$ cat src/rtl/posit_pkg.sv
// Shared constants and types for the posit<32,2> operand decoder.
package posit_pkg;

    localparam int POSIT_N   = 32;
    localparam int POSIT_ES  = 2;
    localparam int SCALE_W   = 9;
    localparam int FRAC_W    = 28;
    localparam int M_W       = 5;
    localparam int MAX_SCALE = 120;

    localparam logic [POSIT_N-1:0] NAR_WORD  = 32'h8000_0000;
    localparam logic [POSIT_N-1:0] ZERO_WORD = 32'h0000_0000;

    // Front-end view of an operand: special flags plus sign/magnitude.
    typedef struct packed {
        logic                 zero;
        logic                 nar;
        logic                 sign;
        logic [POSIT_N-2:0]   mag;
    } front_t;

endpackage

$ cat src/rtl/posit_regime_cnt.sv
// Regime run-length counter: number of identical leading bits of the posit body.
module posit_regime_cnt
    import posit_pkg::*;
(
    input  logic [POSIT_N-2:0] bits,
    output logic [M_W-1:0]     m
);

    logic found;

    always_comb begin
        // NOTE: every output of a combinational block gets a default first so no latch is inferred.
        m     = M_W'(POSIT_N - 1);
        found = 1'b0;
        for (int i = POSIT_N - 2; i >= 0; i--) begin
            if (!found && bits[i] != bits[POSIT_N-2]) begin
                m     = M_W'(POSIT_N - 2 - i);
                found = 1'b1;
            end
        end
    end

endmodule

$ cat src/rtl/posit_decode_pipe.sv
// posit<32,2> operand decoder feeding the exponent adder; POSIT_DEC_PIPE2_EN selects the
// 2-stage pipeline, otherwise a single registered stage with the same handshake.
module posit_decode_pipe
    import posit_pkg::*;
#(
    parameter int N  = POSIT_N,
    parameter int ES = POSIT_ES
) (
    input  logic               clk,
    input  logic               rst,
    input  logic               in_valid,
    output logic               in_ready,
    input  logic [N-1:0]       posit_in,
    output logic               out_valid,
    input  logic               out_ready,
    output logic               sign,
    output logic [SCALE_W-1:0] scale,
    output logic [FRAC_W-1:0]  frac,
    output logic               ZERO,
    output logic               NAR
);

    localparam int MW     = N - 1;
    localparam int BODY_W = ES + FRAC_W - 1;
    localparam logic signed [SCALE_W-1:0] SCALE_HI = SCALE_W'(MAX_SCALE);
    localparam logic signed [SCALE_W-1:0] SCALE_LO = SCALE_W'(-MAX_SCALE);

    front_t front_d;
    front_t dec_in;
    logic   dec_valid;
    logic   adv;

    always_comb begin
        front_d.zero = (posit_in == ZERO_WORD);
        front_d.nar  = (posit_in == NAR_WORD);
        front_d.sign = posit_in[N-1];
        front_d.mag  = MW'(posit_in[N-1] ? (~posit_in + 1'b1) : posit_in);
    end

    assign adv = !out_valid || out_ready;

`ifdef POSIT_DEC_PIPE2_EN
    front_t s1_q;
    logic   s1_valid;

    assign in_ready = !s1_valid || adv;

    always_ff @(posedge clk or posedge rst) begin
        if (rst) begin
            s1_valid <= 1'b0;
            s1_q     <= '0;
        end else if (in_ready) begin
            // NOTE: state registers use non-blocking assignment so every flop samples pre-edge values.
            s1_valid <= in_valid;
            if (in_valid)
                s1_q <= front_d;
        end
    end

    assign dec_valid = s1_valid;
    assign dec_in    = s1_q;
`else
    assign in_ready  = adv;
    assign dec_valid = in_valid;
    assign dec_in    = front_d;
`endif

    logic [M_W-1:0]            run_len;
    logic                      regime_one;
    logic [5:0]                shamt;
    logic [BODY_W-1:0]         body;
    logic signed [M_W+1:0]     m_s;
    logic signed [M_W+1:0]     k;
    logic signed [SCALE_W-1:0] scale_raw;
    logic signed [SCALE_W-1:0] scale_d;
    logic [FRAC_W-1:0]         frac_d;
    logic                      special;

    posit_regime_cnt u_regime (
        .bits (dec_in.mag),
        .m    (run_len)
    );

    always_comb begin
        regime_one = dec_in.mag[MW-1];
        // Drop the regime run and its terminating bit; the rest is exponent then fraction.
        shamt      = {1'b0, run_len} + 6'd1;
        body       = BODY_W'((dec_in.mag << shamt) >> (MW - BODY_W));
        m_s        = signed'({2'b00, run_len});
        k          = regime_one ? (m_s - 7'sd1) : -m_s;
        scale_raw  = {k, body[BODY_W-1 -: ES]};
        scale_d    = scale_raw;
        if (scale_raw > SCALE_HI)
            scale_d = SCALE_HI;
        else if (scale_raw < SCALE_LO)
            scale_d = SCALE_LO;
        frac_d     = {1'b1, body[FRAC_W-2:0]};
        special    = dec_in.zero || dec_in.nar;
    end

    always_ff @(posedge clk or posedge rst) begin
        if (rst) begin
            out_valid <= 1'b0;
            sign      <= 1'b0;
            scale     <= '0;
            frac      <= '0;
            ZERO      <= 1'b0;
            NAR       <= 1'b0;
        end else if (adv) begin
            out_valid <= dec_valid;
            if (dec_valid) begin
                ZERO  <= dec_in.zero;
                NAR   <= dec_in.nar;
                sign  <= special ? 1'b0 : dec_in.sign;
                scale <= special ? '0 : scale_d;
                frac  <= special ? '0 : frac_d;
            end
        end
    end

endmodule

$ cat config.mk
export PLATFORM = sky130hd
export DESIGN_NAME = posit_decode_pipe
export DESIGN_NICKNAME = d
export VERILOG_FILES = /design/src/rtl/posit_pkg.sv /design/src/rtl/posit_regime_cnt.sv /design/src/rtl/posit_decode_pipe.sv
export SDC_FILE = /design/constraint.sdc
export NUM_CORES = 1
export LEC_CHECK = 0
export ABC_AREA = 1
export CAP_MARGIN = 20
export CORE_MARGIN = 8
export CORE_UTILIZATION = 45
export CTS_BUF_LIST = sky130_fd_sc_hd__clkbuf_4
export DETAILED_ROUTE_END_ITERATION = 6
export GPL_ROUTABILITY_DRIVEN = 0
export HOLD_SLACK_MARGIN = 0.1
export PLACE_DENSITY = 0.66
export SYNTH_ARGS = -nofsm -noshare
export SYNTH_HDL_FRONTEND = slang
export SYNTH_SLANG_ARGS = --single-unit
$ cat constraint.sdc
create_clock -name clk -period 2.1 [get_ports clk]
set_input_delay 0.21 -clock clk [delete_from_list [all_inputs] [get_ports clk]]
set_output_delay 0.21 -clock clk [all_outputs]
set_load 0.03 [all_outputs]
==> impl_metrics.json <==
{
  "drc": 154,
  "layout-drive-gt1-share_pct": 52.4,
  "tightest_slew_ns": 0.627,
  "tns_ns": -125.15,
  "cp-endpoint": "frac[23]",
  "setup_viol": 37,
  "vias": 9416,
  "leakagePower_nw": 4.93,
  "avgRoutedWirePerCell_um": 26.9,
  "drtPass1Iterations": 7,
  "grt_start_max_net_pins": 44,
  "fillCellCount": 453,
  "power_mw": 8.71,
  "avgSynthCellArea_um2": 6.02,
  "io_buffers": 77,
  "ff2ff_setup_slack_ns": 0.12,
  "ys_ff_latch": 41,
  "cts.sinks": 41,
  "drt_iter0_drc": 1945,
  "final_util_pct": 90.4,
  "synth_nets": 896,
  "finalWirelength_um": 36900,
  "multi_input_area_mm2": 0.00492,
  "status": "finished, violations left",
  "grt-ovfl-total": 0,
  "slew_headroom_pct": 58.2,
  "setup_ws_ns": -3.75,
  "netlist.area_leader.share_pct": 19.9,
  "h-tree-depth": 2,
  "synth_area_leaders": "dfrtp_1 20%, nand2_1 17%, nand3_1 14%",
  "dpl_cell_area_mm2": 0.00784,
  "grt_pass1_wl_um": 43400,
  "hold_path.class": "in2async",
  "viasPerCell": 6.86,
  "antenna_found_initial": 2,
  "max_cap_violations": 0,
  "dp_hpwl_um": 15300,
  "cpMostUsedCell": "nor2_2",
  "min_period_over_period_pct": 278,
  "cts-hold-fix-buffers": 0,
  "cp-end-kind": "register",
  "grt_use_met3_pct": 9.00,
  "peakVddDrop_mv": 0.914,
  "skew_ns": 0.0245,
  "grt_util_met1_pct": 41.6,
  "synth_seq_area_share_pct": 19.9,
  "syn2layout_area_growth_pct": 98.2,
  "slowest_stage": "a21oi_1",
  "start_util_pct": 45.6,
  "arrival_ns": 6.14,
  "synth_flop_cell": "dfrtp_1",
  "fin_nets": 1268,
  "die_h_um": 123,
  "seqCellArea_mm2": 0.00103,
  "ios": 78,
  "final_area_mm2": 0.0102,
  "path_max_fanout": 7,
  "synth_edf_count": 0,
  "rr_startpoint": "out_valid",
  "postRouteAntennaNets": 0,
  "die_x_um": 123,
  "track_usage_pct": 36.5,
  "cp-start-kind": "primary input",
  "required_ns": 2.40,
  "yosys_warnings": 0,
  "maxSlewViolCount": 0,
  "layout_min_cycle_time_ns": 5.85,
  "max_freq_ghz": 0.171,
  "synth_common_cells": "232 x nand2_1, 147 x nand3_1, 92 x inv_1",
  "cp_slowest_stage_delay_ns": 0.50,
  "clock_path_buffers": 2,
  "synth_area_mm2": 0.00514,
  "ys_async_sr_fraction_pct": 100,
  "reg2reg_depth": 9,
  "synth_cell_type_count": 45,
  "grt_setup_unrepaired": "true",
  "dieArea_mm2": 0.0151,
  "grt_pass1_vias": 8451,
  "crit_type": "in2reg",
  "startpoint": "posit_in[1]",
  "fp-row-count": 39,
  "coreArea_mm2": 0.0113,
  "synth_most_common_cell": "nand2_1",
  "synthCells": 855,
  "whs_ns": 0.236,
  "cts_root_buf": "clkbuf_4",
  "finalHoldViolCount": 0,
  "met2_usage_pct": 60.0,
  "clk_latency_ns": 0.39,
  "cts.clk_slew.worst_paths_ns": 0.16,
  "cts_made_buffers": 5,
  "powerDensity_mw_per_mm2": 855,
  "synth_largest_area_cell": "dfrtp_1",
  "violations": "DRC, setup timing",
  "tritoncts": "built",
  "r2r_end": "frac[11]",
  "top_usage_layer": "met2"
}
==> report_power, final <==
part / switching (mW) / leakage (nW) / internal [mW]
logic: 4.19 / 4.39 / 2.83
registers: 0.193 / 0.509 / 1.05
clock network: 0.326 / 0.0326 / 0.128
total: 4.71 / 4.93 / 4.00
==> routing by layer <==
| layer | share of wire, % | routed length, um |
|---|---|---|
| met5 | 0 | 0 |
| met4 | 12 | 4380 |
| met3 | 16 | 5760 |
| met2 | 41 | 15200 |
| met1 | 31 | 11600 |
==> cells in the final DEF (no fill, tap or decap), types with 6 or more instances in the layout <==
master,count
o21ai_1,10
nand2_1,176
clkbuf_2,22
nand3_1,77
nand2_2,58
o211ai_1,7
nand3_2,58
buf_4,271
inv_1,78
nand2_4,9
a21oi_2,6
buf_6,29
nand4_1,18
nor2_1,28
o21ai_2,23
o21ai_4,7
clkdlybuf4s50_1,46
nor2_2,27
inv_2,15
buf_12,16
dfrtp_1,41
o21ai_0,12
nand3_4,21
a21oi_1,8
xnor2_1,12
xor2_1,35
nor2_4,22
==> flip-flops by register name, summed over array words and instances, names as in the netlist <==
| name | flops |
|---|---|
| ZERO | 1 |
| NAR | 1 |
| sign | 1 |
| frac | 28 |
| out_valid | 1 |
| scale | 9 |
==> area by class of cell <==
| class | instances | share of cell area (%) |
|---|---|---|
| Sequential cell | 41 | 10.1 |
| Clock buffer | 5 | 0.368 |
| Antenna cell | 1 | 0.0245 |
| Inverter | 101 | 4.21 |
| Clock inverter | 3 | 0.172 |
| Tap cell | 143 | 1.76 |
| Multi-Input combinational cell | 676 | 48.3 |
| Timing Repair Buffer | 402 | 35.1 |
==> cells by family after synthesis <==
logic type	share of synthesized area (%)
AND/OR/NAND/NOR	46.3
buffers and inverters	11.0
AO/OA/AOI/OAI	12.0
XOR/XNOR	9.37
flip-flops	19.9
adder cells (fa/ha/maj)	1.22
multiplexers	0.195
==> repair_timing <==
item,CTS,global route
setup endpoints to repair,38,36
cloned,9,1
pin swaps,114,98
buffers inserted,75,19
gates resized for setup,288,172
==> through the flow <==
stage	std cells	setup WS, ns
2_1_floorplan	855	-2.73
3_3_place_gp	1268	-3.43
3_5_place_dp	1268	-3.68
4_1_cts	1357	-2.55
5_1_grt	1372	-4.07
6_report	1372	-3.75
==> worst min-delay path by stage <==
stage,start,depth (start not counted),slack [ns],end
2_1_floorplan,posit_in[30],3,0.40,ZERO
3_3_place_gp,frac[17],2,0.46,frac[17]
3_5_place_dp,scale[8],2,0.47,scale[8]
4_1_cts,rst,3,0.30,out_valid
5_1_grt,rst,3,0.32,NAR
6_report,rst,3,0.24,NAR
==> critical path: cells and delay by family <==
| family | cells | cell delay (ns) |
|---|---|---|
| fa+ha+maj | 2 | 0.31 |
| compound gates | 3 | 0.83 |
| buf+inv | 8 | 0.86 |
| xor+xnor | 1 | 0.27 |
| simple gates | 26 | 3.62 |
(Power assumes the default switching activity.)
